$ cat src/rtl/usb_rx_pkt_decoder_if.sv
// Byte stream from the USB RX PHY into the packet decoder, plus the decoded
// packet fields and payload stream handed on to the protocol state machine.
interface usb_rx_pkt_decoder_if;
    logic        rx_active;
    logic        rx_valid;
    logic [7:0]  rx_data;
    logic [3:0]  pkt_pid;
    logic [6:0]  pkt_addr;
    logic [3:0]  pkt_endp;
    logic [10:0] pkt_frame;
    logic        out_valid;
    logic [7:0]  out_data;
    logic        pkt_done;
    logic        pkt_ok;
    logic        pid_err;
    logic        crc_err;
    logic        len_err;

    modport master (
        output rx_active, rx_valid, rx_data,
        input  pkt_pid, pkt_addr, pkt_endp, pkt_frame, out_valid, out_data,
        input  pkt_done, pkt_ok, pid_err, crc_err, len_err
    );

    modport slave (
        input  rx_active, rx_valid, rx_data,
        output pkt_pid, pkt_addr, pkt_endp, pkt_frame, out_valid, out_data,
        output pkt_done, pkt_ok, pid_err, crc_err, len_err
    );
endinterface

$ cat src/rtl/usb_rx_pkt_decoder.sv
// USB receive packet decoder: PID check, CRC5/CRC16 check, token field
// extraction and payload forwarding with the trailing CRC bytes stripped.
module usb_rx_pkt_decoder #(
    parameter int MAX_PAYLOAD = 1023
) (
    input logic clkout2,
    input logic reset,
    usb_rx_pkt_decoder_if.slave bus
);
    typedef enum logic [2:0] {SKIP, IDLE, PID, TOKEN, DATA, HS, DONE} state_t;

    localparam logic [10:0] MAX_CNT = 11'(MAX_PAYLOAD + 2);

    state_t      state;
    logic [10:0] byteCnt;
    logic [4:0]  crc5;
    logic [15:0] crc16;
    logic [1:0]  pktClass;
    logic        pidErr;
    logic [7:0]  pidByte, tokB1, tokB2;
    logic [7:0]  hold_p0, hold_p1;
    logic        lenOk, crcBad;

    function automatic logic [4:0] crc5Byte(input logic [4:0] c, input logic [7:0] b);
        logic [4:0] r;
        r = c;
        for (int i = 0; i < 8; i++) begin
            if (r[0] ^ b[i]) r = (r >> 1) ^ 5'h14;
            else             r = r >> 1;
        end
        return r;
    endfunction

    function automatic logic [15:0] crc16Byte(input logic [15:0] c, input logic [7:0] b);
        logic [15:0] r;
        r = c;
        for (int i = 0; i < 8; i++) begin
            if (r[0] ^ b[i]) r = (r >> 1) ^ 16'hA001;
            else             r = r >> 1;
        end
        return r;
    endfunction

    // End-of-packet verdict, evaluated from the accumulated count and CRC residues
    always_comb begin
        lenOk  = 1'b0;
        crcBad = 1'b0;
        case (pktClass)
            2'b01: begin
                lenOk  = (byteCnt == 11'd2);
                crcBad = (crc5 != 5'h06);
            end
            2'b11: begin
                lenOk  = (byteCnt >= 11'd2) && (byteCnt <= MAX_CNT);
                crcBad = (byteCnt >= 11'd2) && (crc16 != 16'hB001);
            end
            default: lenOk = (byteCnt == 11'd0);
        endcase
    end

    always_ff @(posedge clkout2 or posedge reset) begin
        if (reset) begin
            state         <= SKIP;
            byteCnt       <= '0;
            crc5          <= 5'h1F;
            crc16         <= 16'hFFFF;
            pktClass      <= 2'b00;
            pidErr        <= 1'b0;
            bus.pkt_pid   <= '0;
            bus.pkt_addr  <= '0;
            bus.pkt_endp  <= '0;
            bus.pkt_frame <= '0;
            bus.out_valid <= 1'b0;
            bus.out_data  <= '0;
            bus.pkt_done  <= 1'b0;
            bus.pkt_ok    <= 1'b0;
            bus.pid_err   <= 1'b0;
            bus.crc_err   <= 1'b0;
            bus.len_err   <= 1'b0;
        end else begin
            bus.out_valid <= 1'b0;
            bus.pkt_done  <= 1'b0;
            case (state)
                SKIP: if (!bus.rx_active) state <= IDLE;
                IDLE: begin
                    byteCnt <= '0;
                    crc5    <= 5'h1F;
                    crc16   <= 16'hFFFF;
                    if (bus.rx_valid && bus.rx_active) state <= PID;
                end
                PID: begin
                    pidErr   <= (pidByte[7:4] != ~pidByte[3:0]);
                    pktClass <= pidByte[1:0];
                    if (!bus.rx_active)            state <= DONE;
                    else if (pidByte[1:0] == 2'b01) state <= TOKEN;
                    else if (pidByte[1:0] == 2'b11) state <= DATA;
                    else                            state <= HS;
                end
                TOKEN, DATA, HS: begin
                    // A byte arriving with the fall of rx_active still belongs to this packet
                    if (bus.rx_valid) begin
                        if (byteCnt != 11'h7FF) byteCnt <= byteCnt + 11'd1;
                        if (state == TOKEN && byteCnt < 11'd2) crc5 <= crc5Byte(crc5, bus.rx_data);
                        if (state == DATA) begin
                            crc16 <= crc16Byte(crc16, bus.rx_data);
                            if (byteCnt >= 11'd2) begin
                                bus.out_valid <= 1'b1;
                                bus.out_data  <= hold_p1;
                            end
                        end
                    end
                    if (!bus.rx_active) state <= DONE;
                end
                DONE: begin
                    bus.pkt_done <= 1'b1;
                    bus.pkt_pid  <= pidByte[3:0];
                    bus.pid_err  <= pidErr;
                    bus.crc_err  <= crcBad;
                    bus.len_err  <= !lenOk;
                    bus.pkt_ok   <= !pidErr && !crcBad && lenOk;
                    if (pktClass == 2'b01 && byteCnt == 11'd2) begin
                        bus.pkt_addr  <= tokB1[6:0];
                        bus.pkt_endp  <= {tokB2[2:0], tokB1[7]};
                        bus.pkt_frame <= {tokB2[2:0], tokB1};
                    end
                    state <= IDLE;
                end
                default: state <= SKIP;
            endcase
        end
    end

    // Byte capture: PID, token bytes and the 2-deep payload hold-back
    always_ff @(posedge clkout2) begin
        if (state == IDLE && bus.rx_valid && bus.rx_active) pidByte <= bus.rx_data;
        if (state == TOKEN && bus.rx_valid) begin
            if (byteCnt == 11'd0) tokB1 <= bus.rx_data;
            if (byteCnt == 11'd1) tokB2 <= bus.rx_data;
        end
        if (state == DATA && bus.rx_valid) begin
            hold_p1 <= hold_p0;
            hold_p0 <= bus.rx_data;
        end
    end
endmodule

$ cat src/flat_wrapper.sv
// flat-port wrapper written by rule: the top's interface ports become plain ports
module usb_rx_pkt_decoder_flat 
#(
    parameter int MAX_PAYLOAD = 1023
)
  (clkout2, reset, bus_rx_active, bus_rx_valid, bus_rx_data, bus_pkt_pid, bus_pkt_addr, bus_pkt_endp, bus_pkt_frame, bus_out_valid, bus_out_data, bus_pkt_done, bus_pkt_ok, bus_pid_err, bus_crc_err, bus_len_err);
  usb_rx_pkt_decoder_if bus_i ();
  input logic clkout2;
  input logic reset;
  input wire logic [$bits(bus_i.rx_active)-1:0] bus_rx_active;
  input wire logic [$bits(bus_i.rx_valid)-1:0] bus_rx_valid;
  input wire logic [$bits(bus_i.rx_data)-1:0] bus_rx_data;
  output wire logic [$bits(bus_i.pkt_pid)-1:0] bus_pkt_pid;
  output wire logic [$bits(bus_i.pkt_addr)-1:0] bus_pkt_addr;
  output wire logic [$bits(bus_i.pkt_endp)-1:0] bus_pkt_endp;
  output wire logic [$bits(bus_i.pkt_frame)-1:0] bus_pkt_frame;
  output wire logic [$bits(bus_i.out_valid)-1:0] bus_out_valid;
  output wire logic [$bits(bus_i.out_data)-1:0] bus_out_data;
  output wire logic [$bits(bus_i.pkt_done)-1:0] bus_pkt_done;
  output wire logic [$bits(bus_i.pkt_ok)-1:0] bus_pkt_ok;
  output wire logic [$bits(bus_i.pid_err)-1:0] bus_pid_err;
  output wire logic [$bits(bus_i.crc_err)-1:0] bus_crc_err;
  output wire logic [$bits(bus_i.len_err)-1:0] bus_len_err;
  assign bus_i.rx_active = bus_rx_active;
  assign bus_i.rx_valid = bus_rx_valid;
  assign bus_i.rx_data = bus_rx_data;
  assign bus_pkt_pid = bus_i.pkt_pid;
  assign bus_pkt_addr = bus_i.pkt_addr;
  assign bus_pkt_endp = bus_i.pkt_endp;
  assign bus_pkt_frame = bus_i.pkt_frame;
  assign bus_out_valid = bus_i.out_valid;
  assign bus_out_data = bus_i.out_data;
  assign bus_pkt_done = bus_i.pkt_done;
  assign bus_pkt_ok = bus_i.pkt_ok;
  assign bus_pid_err = bus_i.pid_err;
  assign bus_crc_err = bus_i.crc_err;
  assign bus_len_err = bus_i.len_err;
  usb_rx_pkt_decoder #(.MAX_PAYLOAD(MAX_PAYLOAD)) u_core (.clkout2(clkout2), .reset(reset), .bus(bus_i));
endmodule
$ cat config.mk
export PLATFORM = sky130hd
export DESIGN_NAME = usb_rx_pkt_decoder_flat
export DESIGN_NICKNAME = d
export VERILOG_FILES = /design/src/rtl/usb_rx_pkt_decoder_if.sv /design/src/rtl/usb_rx_pkt_decoder.sv /design/src/flat_wrapper.sv
export SDC_FILE = /design/constraint.sdc
export NUM_CORES = 1
export LEC_CHECK = 0
export ABC_AREA = 1
export CAP_MARGIN = 40
export CORE_MARGIN = 2
export CORE_UTILIZATION = 41
export CTS_CLUSTER_SIZE = 30
export DETAILED_ROUTE_END_ITERATION = 10
export PLACE_DENSITY = 0.67
export SLEW_MARGIN = 20
export SYNTH_ARGS = -nofsm -noshare
export SYNTH_HDL_FRONTEND = slang
export SYNTH_SLANG_ARGS = --single-unit
$ cat constraint.sdc
create_clock -name clkout2 -period 2.5 [get_ports clkout2]
set_input_delay 0.625 -clock clkout2 [delete_from_list [all_inputs] [get_ports clkout2]]
set_output_delay 0.625 -clock clkout2 [all_outputs]
set_load 0.01 [all_outputs]
# Word level (Yosys, flattened, before mapping)
# Index checks and enable logic that the tools add are counted.
# totals
regBits	113
output_inout_bits	40
# classes
n_addsub	1
magnitude_cmp	3
eq_ne	23
n_mux	81
n_bitwise	33
reduce_logical	26
# op_table
cell	n
2-to-1 mux 16 bit	31
2-to-1 mux 5 bit	31
case mux 16 bit (2 select lines)	1
inverter 2 -> 3 bit	8
2-to-1 mux 11 bit	2
case mux 11 bit (2 select lines)	1
inequality test 16 bit (second input constant)	1
inverter 1 -> 2 bit	8
XOR 1 bit	16
2-to-1 mux 3 bit	5
case mux 3 bit (5 select lines)	1
AND reduction 3 bit	4
adder 11 x 1 -> 11 bit (second input constant)	1
equality test 11 x 1 -> 1 bit (second input constant)	1
equality test 11 x 2 -> 1 bit (second input constant)	1
>= comparator 11 x 2 -> 1 bit (second input constant)	1
less-or-equal comparator 11 bit (second input constant)	1
logical AND 1 bit	11
logical NOT 11 bit	1
< comparator 11 x 2 -> 1 bit (second input constant)	1
inequality test 11 bit (second input constant)	1
case mux 5 bit (2 select lines)	1
equality test 3 bit (second input constant)	3
inequality test 2 x 1 -> 1 bit (second input constant)	4
16 further kinds	31

# Depth between registers and ports, before layout
# Gate-level depths: netlist of run 1.
# logic_depth
depth_word	40
mapped_depth	18
depth_no_buf	18

# Worst setup path before layout of run 1
# OpenSTA, ideal clock, no wires.
# synth_timing
kind	in2reg
startpoint	in bus_rx_data[3]
endpoint	reg u_core.crc16[0]
arrival_ns	1.850
t_required_ns	2.428
setup_slack_ns	0.578
stages	12
path_cell_list	xor2_1 inv_1 nand3_2 nand3_4 nand2_4 nand2_2 nand3_4 nand3_1 nand3_1 nand3_1 nand2_1 inv_1
# synth_via
elab_chain_len	25
# synth_lines
element	line_no	text
start, declared	flat_wrapper.sv:12	input wire logic [$bits(bus_i.rx_data)-1:0] bus_rx_data;
XOR 1 bit	usb_rx_pkt_decoder.sv:38	if (r[0] ^ b[i]) r = (r >> 1) ^ 16'hA001;
2-to-1 mux 16 bit	usb_rx_pkt_decoder.sv:38	
2-to-1 mux 16 bit	usb_rx_pkt_decoder.sv:104	if (state == DATA) begin
2-to-1 mux 16 bit	usb_rx_pkt_decoder.sv:101	if (bus.rx_valid) begin
2-to-1 mux 16 bit	usb_rx_pkt_decoder.sv:83	case (state)
XOR 1 bit	usb_rx_pkt_decoder.sv:38	
2-to-1 mux 16 bit	usb_rx_pkt_decoder.sv:38	
2-to-1 mux 16 bit	usb_rx_pkt_decoder.sv:104	
[... 9 more ...]	--	
2-to-1 mux 16 bit	usb_rx_pkt_decoder.sv:104	
2-to-1 mux 16 bit	usb_rx_pkt_decoder.sv:101	
2-to-1 mux 16 bit	usb_rx_pkt_decoder.sv:83	
XOR 1 bit	usb_rx_pkt_decoder.sv:38	
2-to-1 mux 16 bit	usb_rx_pkt_decoder.sv:38	
2-to-1 mux 16 bit	usb_rx_pkt_decoder.sv:104	
2-to-1 mux 16 bit	usb_rx_pkt_decoder.sv:101	
case mux 16 bit (2 select lines)	usb_rx_pkt_decoder.sv:83	
end signal, assigned	usb_rx_pkt_decoder.sv:105	crc16 <= crc16Byte(crc16, bus.rx_data);
end, declared	usb_rx_pkt_decoder.sv:17	logic [15:0] crc16;
# Every way passes these cells. The select of a mux whose other input is x is not followed.
# A chain may end at the register's enable or synchronous reset.

# Worst setup path in the final report of run 1
# layout_timing
startpoint	in bus_rx_data[0]
endpoint	reg u_core.crc16[0]
# layout_via
elab_chain_len	40
# layout_lines
element	line_no
XOR 1 bit	usb_rx_pkt_decoder.sv:38
2-to-1 mux 16 bit	usb_rx_pkt_decoder.sv:38
2-to-1 mux 16 bit	usb_rx_pkt_decoder.sv:104
2-to-1 mux 16 bit	usb_rx_pkt_decoder.sv:101
2-to-1 mux 16 bit	usb_rx_pkt_decoder.sv:83
XOR 1 bit	usb_rx_pkt_decoder.sv:38
2-to-1 mux 16 bit	usb_rx_pkt_decoder.sv:38
2-to-1 mux 16 bit	usb_rx_pkt_decoder.sv:104
[... 24 more ...]	--
2-to-1 mux 16 bit	usb_rx_pkt_decoder.sv:104
2-to-1 mux 16 bit	usb_rx_pkt_decoder.sv:101
2-to-1 mux 16 bit	usb_rx_pkt_decoder.sv:83
XOR 1 bit	usb_rx_pkt_decoder.sv:38
2-to-1 mux 16 bit	usb_rx_pkt_decoder.sv:38
2-to-1 mux 16 bit	usb_rx_pkt_decoder.sv:104
2-to-1 mux 16 bit	usb_rx_pkt_decoder.sv:101
case mux 16 bit (2 select lines)	usb_rx_pkt_decoder.sv:83
# Every way passes these cells. The select of a mux whose other input is x is not followed.

==> impl_metrics.prom, run 1 <==
# TYPE chip_impl_metric gauge
chip_impl_metric{name="report.final.setup_viol",unit=""} 0
chip_impl_info{name="yosys-top-cells-area",value="dfrtp_1 (24%), edfxtp_1 (22%), dfstp_2 (11%)"} 1
chip_impl_metric{name="final.min_clock_period",unit="ns"} 2.25
chip_impl_metric{name="synth_area_per_cell",unit="µm²"} 10.3
chip_impl_metric{name="post_synth_instance_area",unit="µm²"} 4860
chip_impl_metric{name="leakage",unit="nW"} 2.68
chip_impl_metric{name="drive_above_1_share",unit="%"} 19.3
chip_impl_info{name="critPathSlowestCell",value="clkdlybuf4s50_1"} 1
chip_impl_metric{name="post_detailed_routing_wire_length",unit="µm"} 10100
chip_impl_info{name="setup.worst_path.start_class",value="input pin"} 1
chip_impl_info{name="synthFlopType",value="dfrtp_1"} 1
chip_impl_metric{name="max-slew-margin-rel",unit="%"} 61.1
chip_impl_metric{name="timing.final.max_slew_violations",unit=""} 0
chip_impl_info{name="crit_family",value="simple AND/OR/NAND/NOR gates"} 1
chip_impl_metric{name="power_density",unit="nW/µm²"} 1180
chip_impl_metric{name="grt_start_max_net_pins",unit=""} 44
chip_impl_info{name="tritoncts",value="built"} 1
chip_impl_info{name="worstSetupPathType",value="in2reg"} 1
chip_impl_info{name="rsz0062_at_grt",value="false"} 1
chip_impl_metric{name="p_seq_share",unit="%"} 36.2
chip_impl_metric{name="synth_cell_types",unit=""} 47
chip_impl_metric{name="gates_resized_cts_repair",unit=""} 0
chip_impl_metric{name="internal-power",unit="W"} 0.00437
chip_impl_metric{name="place.gp.congestion",unit=""} 0.862
chip_impl_metric{name="fin_worst_skew",unit="ns"} 0.00981
chip_impl_metric{name="ys_warn_count",unit=""} 0
chip_impl_metric{name="synth_largest_type_area_fraction",unit="%"} 23.7
chip_impl_metric{name="min_path_cells",unit=""} 0
chip_impl_metric{name="first_pass_grt_wire_length",unit="µm"} 16800
chip_impl_info{name="synth_top_cell_by_area",value="dfrtp_1"} 1
chip_impl_metric{name="period_utilisation_layout",unit="%"} 90.0
chip_impl_metric{name="max_cap_viol",unit=""} 0
chip_impl_metric{name="reg2reg_slack",unit="ns"} 0.39
chip_impl_info{name="critical-path-top-cell-by-count",value="nand3_1"} 1
chip_impl_metric{name="placement_stage_worst_setup_slack",unit="ns"} -0.171
chip_impl_metric{name="required",unit="ns"} 2.79
chip_impl_metric{name="routed_via_density",unit=""} 5.01
chip_impl_metric{name="first_global_vias",unit=""} 3416
chip_impl_info{name="critical_path.endpoint_type",value="register"} 1
chip_impl_metric{name="vias",unit=""} 3462
chip_impl_metric{name="power_frac_comb",unit="%"} 43.2
chip_impl_info{name="rr_startpoint",value="u_core.state[2]"} 1
chip_impl_metric{name="yosysSeqAreaShare",unit="%"} 56.7
chip_impl_metric{name="power_switching_share",unit="%"} 38.0
chip_impl_metric{name="whs",unit="ns"} 0.413
chip_impl_metric{name="critPathMaxFanout",unit=""} 4
chip_impl_info{name="crit_path_cell_trace",value="clkdlybuf4s50_1, inv_2, nand2_1, nand2_2, nand2_4, nand3_2, nand3_1, nand3_4, nand2_4, nand2_2, nand3_4, nand3_1, nand3_1, nand3_1, nand2_1, inv_1"} 1
chip_impl_metric{name="synth_net_count",unit=""} 486
chip_impl_metric{name="cp_data_arrival_time",unit="ns"} 2.54
chip_impl_metric{name="initial_core_util",unit="%"} 42.4
chip_impl_metric{name="port_buffers",unit=""} 51
chip_impl_metric{name="grt.overflow.total",unit=""} 0
chip_impl_metric{name="worst_slew_pin_slew",unit="ns"} 0.583
chip_impl_metric{name="clkLatencyLatePin",unit="ns"} 0.35
chip_impl_metric{name="drt-wirelength-per-cell",unit="µm"} 14.6
chip_impl_metric{name="cts.sinks",unit=""} 102
chip_impl_metric{name="cts.reportedPaths.clkPinSlew",unit="ns"} 0.07
chip_impl_metric{name="route.detailed.drc",unit=""} 0
chip_impl_metric{name="die_area",unit="µm²"} 12700
chip_impl_metric{name="cts.repair_timing.setup_buffer_count",unit=""} 0
chip_impl_metric{name="switching_power",unit="W"} 0.00268
chip_impl_metric{name="rows",unit=""} 39
chip_impl_metric{name="hpwl_dp",unit="µm"} 7620
chip_impl_metric{name="grt_antenna_before_repair",unit=""} 0
chip_impl_info{name="hold_class",value="reg2reg"} 1
chip_impl_metric{name="finalHoldViolations",unit=""} 0
chip_impl_metric{name="reg2reg_depth",unit=""} 8
chip_impl_info{name="rr_endpoint",value="u_core.byteCnt[5]"} 1
chip_impl_info{name="synth.most_common_cell",value="nand2_1"} 1
chip_impl_metric{name="achievable-frequency",unit="MHz"} 444
chip_impl_info{name="clockRootBuffer",value="clkbuf_16"} 1
chip_impl_metric{name="postSynth.asyncResetShare",unit="%"} 65.7
chip_impl_metric{name="worstPathBufferInverterCount",unit=""} 3
chip_impl_info{name="min_to",value="u_core.hold_p1[1]"} 1
chip_impl_metric{name="dr.first_iter.drc_count",unit=""} 215
chip_impl_metric{name="synthesis.instances",unit=""} 470
chip_impl_metric{name="areaGrowthSynthToFinish",unit="%"} 23.4
chip_impl_metric{name="die_height",unit="µm"} 113
chip_impl_metric{name="top_level_ports",unit=""} 52
chip_impl_metric{name="ctsHtreeMaxLevel",unit=""} 3
chip_impl_metric{name="power.total",unit="W"} 0.00705
chip_impl_metric{name="p_clk_share",unit="%"} 20.5
chip_impl_metric{name="n_antenna_cell",unit=""} 0
chip_impl_metric{name="floorplan.core_area",unit="µm²"} 11500
chip_impl_metric{name="antenna_left",unit=""} 0
chip_impl_metric{name="floorplan.die.width",unit="µm"} 113
chip_impl_metric{name="drt_first_pass_iters",unit=""} 4
chip_impl_metric{name="cts.path.max_buffers",unit=""} 2
chip_impl_metric{name="fin_ws",unit="ns"} 0.249
chip_impl_metric{name="synth_enable_flop_cells",unit=""} 35
chip_impl_metric{name="finalNetCount",unit=""} 559
chip_impl_metric{name="clock_buffer_count_from_cts",unit=""} 9
chip_impl_info{name="status",value="finished clean"} 1
chip_impl_info{name="post_synth_most_frequent_cells",value="nand2_1 (88), inv_1 (61), dfrtp_1 (46), edfxtp_1 (35), nor2_1 (29)"} 1
chip_impl_metric{name="ys_ff_latch",unit=""} 102
chip_impl_metric{name="holdBufCountCts",unit=""} 0
chip_impl_metric{name="grt_usage",unit="%"} 16.8
chip_impl_metric{name="ir_drop",unit="µV"} 614
chip_impl_info{name="hold_start",value="u_core.hold_p0[1]"} 1
chip_impl_metric{name="critPathMaxStageDelay",unit="ns"} 0.54
placed cells by master, fill, tap and decap left out, drive strengths merged, types with 2 or more instances in the layout:
cell           synthesis  final
nand2                100    100
clkbuf                 1      9
o22ai                  4      4
nand3                 28     28
clkdlybuf4s50          0     50
buf                   12     24
nor4                   3      3
nor3                  11     11
nor2                  31     31
nor3b                  3      3
nand4                  6      6
a21oi                 20     20
o21ai                 19     19
clkinv                 4      6
xnor2                 14     14
xor2                  20     20
dfstp                 21     21
a22oi                  2      2
edfxtp                35     35
o31ai                  2      2
ha                     4      4
dfrtp                 46     46
mux2                  11     11
inv                   63     66
o21a                   2      2
power groups by stage:
| stage | Clock [W] | Combinational, W | Sequential, W |
|---|---|---|---|
| 2_1_floorplan | 0 | 0.00199 | 0.00260 |
| 3_3_place_gp | 0 | 0.00295 | 0.00256 |
| 3_5_place_dp | 0 | 0.00304 | 0.00259 |
| 4_1_cts | 0.00149 | 0.00306 | 0.00256 |
| 5_1_grt | 0.00156 | 0.00337 | 0.00262 |
| 6_report | 0.00145 | 0.00305 | 0.00256 |
area by class of cell:
class                           instances  area, µm²
Timing Repair Buffer                   75        731
Tap cell                              143        179
Clock inverter                          7       91.3
Fill cell                            1009       5470
Multi-Input combinational cell        288       1760
Clock buffer                            9        225
Inverter                               67        259
Sequential cell                       102       2750
cell families after synthesis:
| group | count (synthesis) | synth area share, % |
|---|---|---|
| fa+ha+maj | 4 | 1.03 |
| buf+inv | 80 | 7.21 |
| simple gates | 183 | 19.3 |
| compound gates | 56 | 6.95 |
| mux | 11 | 2.55 |
| xor+xnor | 34 | 6.28 |
| flops | 102 | 56.7 |
state kept, by name (all words and copies together), names as in the netlist:
name and flops:
u_core.pidErr 1, u_core.bus.crc_err 1, u_core.byteCnt 11, u_core.crc16 16
u_core.tokB1 8, u_core.bus.out_valid 1, u_core.bus.pkt_ok 1, u_core.bus.pkt_done 1
u_core.hold_p0 8, u_core.bus.pkt_pid 4, u_core.tokB2 3, u_core.pktClass 2
u_core.bus.pkt_frame 11, u_core.bus.len_err 1, u_core.pidByte 8, u_core.state 3
u_core.hold_p1 8, u_core.crc5 5, u_core.bus.out_data 8, u_core.bus.pid_err 1
worst register-to-register path, delay by kind of cell, from the launching register on:
kind / cells / cell delay (ns)
and+or+nand+nor: 4 / 0.66
xor gates and xnor gates: 1 / 0.14
buffers and inverters: 2 / 0.38
DFF: 1 / 0.46
AOI/OAI and AO/OA: 1 / 0.34
routing by layer:
layer | global-route usage, % | share of wire, % | vias to the layer above
li1 | - | - | 1689
met1 | 20.4 | 42 | 1680
met2 | 29.0 | 51 | 77
met3 | 4.18 | 4.4 | 16
met4 | 6.34 | 1.9 | 0
met5 | 0 | 0 | -
worst max path at each step:
stage | startpoint | slack [ns] | to | cells after the start
floorplan | reset | 0.23 | u_core.bus.crc_err | 1
global placement | bus_rx_data[1] | -0.06 | u_core.crc16[0] | 16
detailed placement | bus_rx_data[1] | -0.17 | u_core.crc16[13] | 16
CTS | bus_rx_data[1] | 0.20 | u_core.crc16[13] | 16
global route | bus_rx_data[0] | 0.05 | u_core.crc16[13] | 16
finish | bus_rx_data[0] | 0.25 | u_core.crc16[0] | 16
through the flow:
step	cell area [µm²]	setup TNS (ns)	utilization, %	instances
final	6000	0	52.3	691
after global routing	6000	0	52.3	691
after CTS	5990	0	52.3	691
after detailed placement	5680	-0.650	49.5	675
after global placement	5680	-0.169	49.5	675
after floorplan	4860	0	-	470
No activity file was read; power rests on OpenSTA's default activity.
==> inputs of run 2 (changes only) <==
- PLACE_DENSITY: 0.67 -> default
- SETUP_SLACK_MARGIN: default -> 0.4
==> run 2 against run 1 <==
Combinational power grew 7%. Register-to-register slack improved by 0.12 ns. Fmax grew 13%. Clock-buffer cell count is the same. Global-route usage is 0.34 points lower. Total power increased by 1.4%. Sequential power is essentially flat. Cell area up 1.5%.
==> impl_metrics.prom, run 2 (same netlist as run 1, synthesis figures left out) <==
# TYPE chip_impl_metric gauge
chip_impl_metric{name="floorplan.die.width",unit="µm"} 113
chip_impl_metric{name="post_detailed_routing_wire_length",unit="µm"} 9940
chip_impl_metric{name="critPathMaxFanout",unit=""} 4
chip_impl_info{name="reg_top3",value="u_core.crc16 (16), u_core.bus.pkt_frame (11), u_core.byteCnt (11)"} 1
chip_impl_metric{name="max-slew-margin-rel",unit="%"} 62.5
chip_impl_metric{name="drt-wirelength-per-cell",unit="µm"} 14.3
chip_impl_metric{name="worst-path-stages",unit=""} 16
chip_impl_metric{name="first_pass_grt_wire_length",unit="µm"} 16500
chip_impl_metric{name="first_global_vias",unit=""} 3372
chip_impl_info{name="crit_family",value="simple AND/OR/NAND/NOR gates"} 1
chip_impl_metric{name="required",unit="ns"} 2.78
chip_impl_metric{name="clock_buffer_count_from_cts",unit=""} 9
chip_impl_metric{name="report.final.setup_viol",unit=""} 0
chip_impl_metric{name="finalInstanceArea",unit="µm²"} 6090
chip_impl_info{name="crit_path_cell_trace",value="inv_4, nand2_1, nand2_2, nand2_4, nand2_4, nand2_4, nand2_4, nand2_4, nand3_4, nand2_4, nand2_2, nand3_4, nand2_4, xor2_1, o21ai_1, inv_1"} 1
chip_impl_info{name="status",value="finished clean"} 1
chip_impl_info{name="crit_path_start",value="u_core.crc16[0]"} 1
chip_impl_metric{name="die_area",unit="µm²"} 12700
chip_impl_metric{name="route.detailed.drc",unit=""} 0
chip_impl_info{name="critical_path.endpoint",value="u_core.crc16[12]"} 1
chip_impl_metric{name="initial_core_util",unit="%"} 42.4
chip_impl_metric{name="power.total",unit="W"} 0.00715
chip_impl_metric{name="finalNetCount",unit=""} 564
chip_impl_metric{name="drive_above_1_share",unit="%"} 23.7
chip_impl_metric{name="grt_antenna_before_repair",unit=""} 0
chip_impl_info{name="rsz0062_at_grt",value="true"} 1
chip_impl_metric{name="final_core_utilization",unit="%"} 53.1
chip_impl_metric{name="worstPathBufferInverterCount",unit=""} 2
chip_impl_metric{name="flip_flop_count_of_the_largest_register_after_layout",unit=""} 16
chip_impl_info{name="hold_start",value="u_core.hold_p0[0]"} 1
chip_impl_metric{name="clkLatencyLatePin",unit="ns"} 0.35
chip_impl_info{name="critical_path.endpoint_type",value="register"} 1
chip_impl_metric{name="grt_start_max_net_pins",unit=""} 26
chip_impl_metric{name="fin_worst_skew",unit="ns"} 0.00844
chip_impl_info{name="max_flop_register",value="u_core.crc16"} 1
chip_impl_metric{name="holdBufCountCts",unit=""} 0
chip_impl_info{name="rr_endpoint",value="u_core.crc16[12]"} 1
chip_impl_metric{name="power_density",unit="nW/µm²"} 1170
chip_impl_metric{name="die_height",unit="µm"} 113
chip_impl_metric{name="worst_slew_pin_slew",unit="ns"} 0.555
chip_impl_metric{name="drt_first_pass_iters",unit=""} 4
chip_impl_info{name="most-common-layout-cells",value="nand2_1 (83), inv_1 (57), clkdlybuf4s50_1 (46), dfrtp_1 (46), edfxtp_1 (35)"} 1
chip_impl_metric{name="vias",unit=""} 3373
chip_impl_metric{name="grt_usage",unit="%"} 16.5
chip_impl_metric{name="timing.final.max_slew_violations",unit=""} 0
chip_impl_metric{name="ir_drop",unit="µV"} 713
chip_impl_metric{name="routed_via_density",unit=""} 4.85
chip_impl_metric{name="whs",unit="ns"} 0.419
chip_impl_info{name="clockRootBuffer",value="clkbuf_16"} 1
chip_impl_metric{name="rows",unit=""} 39
chip_impl_metric{name="floorplan.core_area",unit="µm²"} 11500
chip_impl_metric{name="hpwl_dp",unit="µm"} 7420
chip_impl_metric{name="grt.overflow.total",unit=""} 0
chip_impl_metric{name="cts.path.max_buffers",unit=""} 2
chip_impl_info{name="final_common_cell",value="nand2_1"} 1
chip_impl_metric{name="fin_ws",unit="ns"} 0.506
chip_impl_metric{name="cts.sinks",unit=""} 102
chip_impl_metric{name="reg2reg_slack",unit="ns"} 0.51
chip_impl_metric{name="n_antenna_cell",unit=""} 0
chip_impl_metric{name="cts.reportedPaths.clkPinSlew",unit="ns"} 0.07
chip_impl_metric{name="finalHoldViolations",unit=""} 0
chip_impl_info{name="hold_class",value="reg2reg"} 1
chip_impl_info{name="critPathSlowestCell",value="dfstp_2"} 1
chip_impl_metric{name="ctsHtreeMaxLevel",unit=""} 3
chip_impl_metric{name="reg2reg_depth",unit=""} 16
chip_impl_metric{name="areaGrowthSynthToFinish",unit="%"} 25.3
chip_impl_metric{name="detailed_place.area",unit="µm²"} 5690
chip_impl_info{name="critical-path-top-cell-by-count",value="nand2_4"} 1
chip_impl_info{name="setup.worst_path.start_class",value="register"} 1
chip_impl_metric{name="final.min_clock_period",unit="ns"} 1.99
chip_impl_metric{name="port_buffers",unit=""} 51
chip_impl_info{name="rr_startpoint",value="u_core.crc16[0]"} 1
chip_impl_metric{name="period_utilisation_layout",unit="%"} 79.8
chip_impl_metric{name="placement_stage_worst_setup_slack",unit="ns"} -0.160
chip_impl_metric{name="max_cap_viol",unit=""} 0
chip_impl_metric{name="leakage",unit="nW"} 2.73
chip_impl_metric{name="dr.first_iter.drc_count",unit=""} 206
chip_impl_metric{name="top_level_ports",unit=""} 52
chip_impl_info{name="tritoncts",value="built"} 1
chip_impl_metric{name="cp_data_arrival_time",unit="ns"} 2.28
chip_impl_metric{name="place.gp.congestion",unit=""} 0.854
chip_impl_metric{name="critPathMaxStageDelay",unit="ns"} 0.57
chip_impl_metric{name="achievable-frequency",unit="MHz"} 501
chip_impl_info{name="worstSetupPathType",value="reg2reg"} 1
chip_impl_metric{name="antenna_left",unit=""} 0
[run 2: cell types whose count changed in the layout (fill, tap and decap cells not counted), moves of 3 or more]
cell	delta
buf_4	+6
nand2_4	+4
nand2_1	-5
inv_1	-3
clkdlybuf4s50_1	-4
nand3_1	-4
[run 2: final cells by class]
class	count	area (µm²)
Fill cell	984	5380
Sequential cell	102	2750
Multi-Input combinational cell	288	1870
Timing Repair Buffer	80	743
Inverter	67	265
Clock buffer	9	225
Tap cell	143	179
Clock inverter	7	55.1
[run 2: layer usage]
metal	GRT usage [%]	vias up	part of all wire, %
met5	0	-	0
met4	8.54	0	2.9
met3	2.73	19	3.5
met2	26.5	71	48
met1	21.5	1584	46
li1	-	1699	-
[run 2: repair_timing]
item,4_1_cts,5_1_grt
setup buffers,0,2
endpoints found under the setup margin,7,21
gates resized for setup,5,31
pin swaps,0,10
[run 2: worst reg2reg max path, stage by stage (launching register included)]
cell and delay, ns:
dfstp_2 0.57, inv_4 0.05, nand2_1 0.07, nand2_2 0.08, nand2_4 0.09, nand2_4 0.06
nand2_4 0.09, nand2_4 0.08, nand2_4 0.09, nand3_4 0.10, nand2_4 0.10, nand2_2 0.06
nand3_4 0.10, nand2_4 0.08, xor2_1 0.14, o21ai_1 0.12, inv_1 0.05
[run 2: worst min path at each step]
stage	slack, ns	cells past startpoint	end
global placement	0.40	0	u_core.hold_p1[3]
global route	0.43	0	u_core.hold_p1[3]
floorplan	0.40	0	u_core.hold_p1[0]
finish	0.42	0	u_core.hold_p1[0]
CTS	0.42	0	u_core.hold_p1[6]
detailed placement	0.40	0	u_core.hold_p1[0]
[run 2: where the power goes]
part	internal (W)	switching (W)
Clock	0.000688	0.000649
Sequential	0.00226	0.000306
Combinational	0.00143	0.00182
Total	0.00438	0.00277
[run 2: stage by stage]
step | std cells | setup TNS, ns
2_1_floorplan | 470 | 0
3_3_place_gp | 678 | -0.285
3_5_place_dp | 678 | -0.688
4_1_cts | 694 | 0
5_1_grt | 696 | 0
6_report | 696 | 0
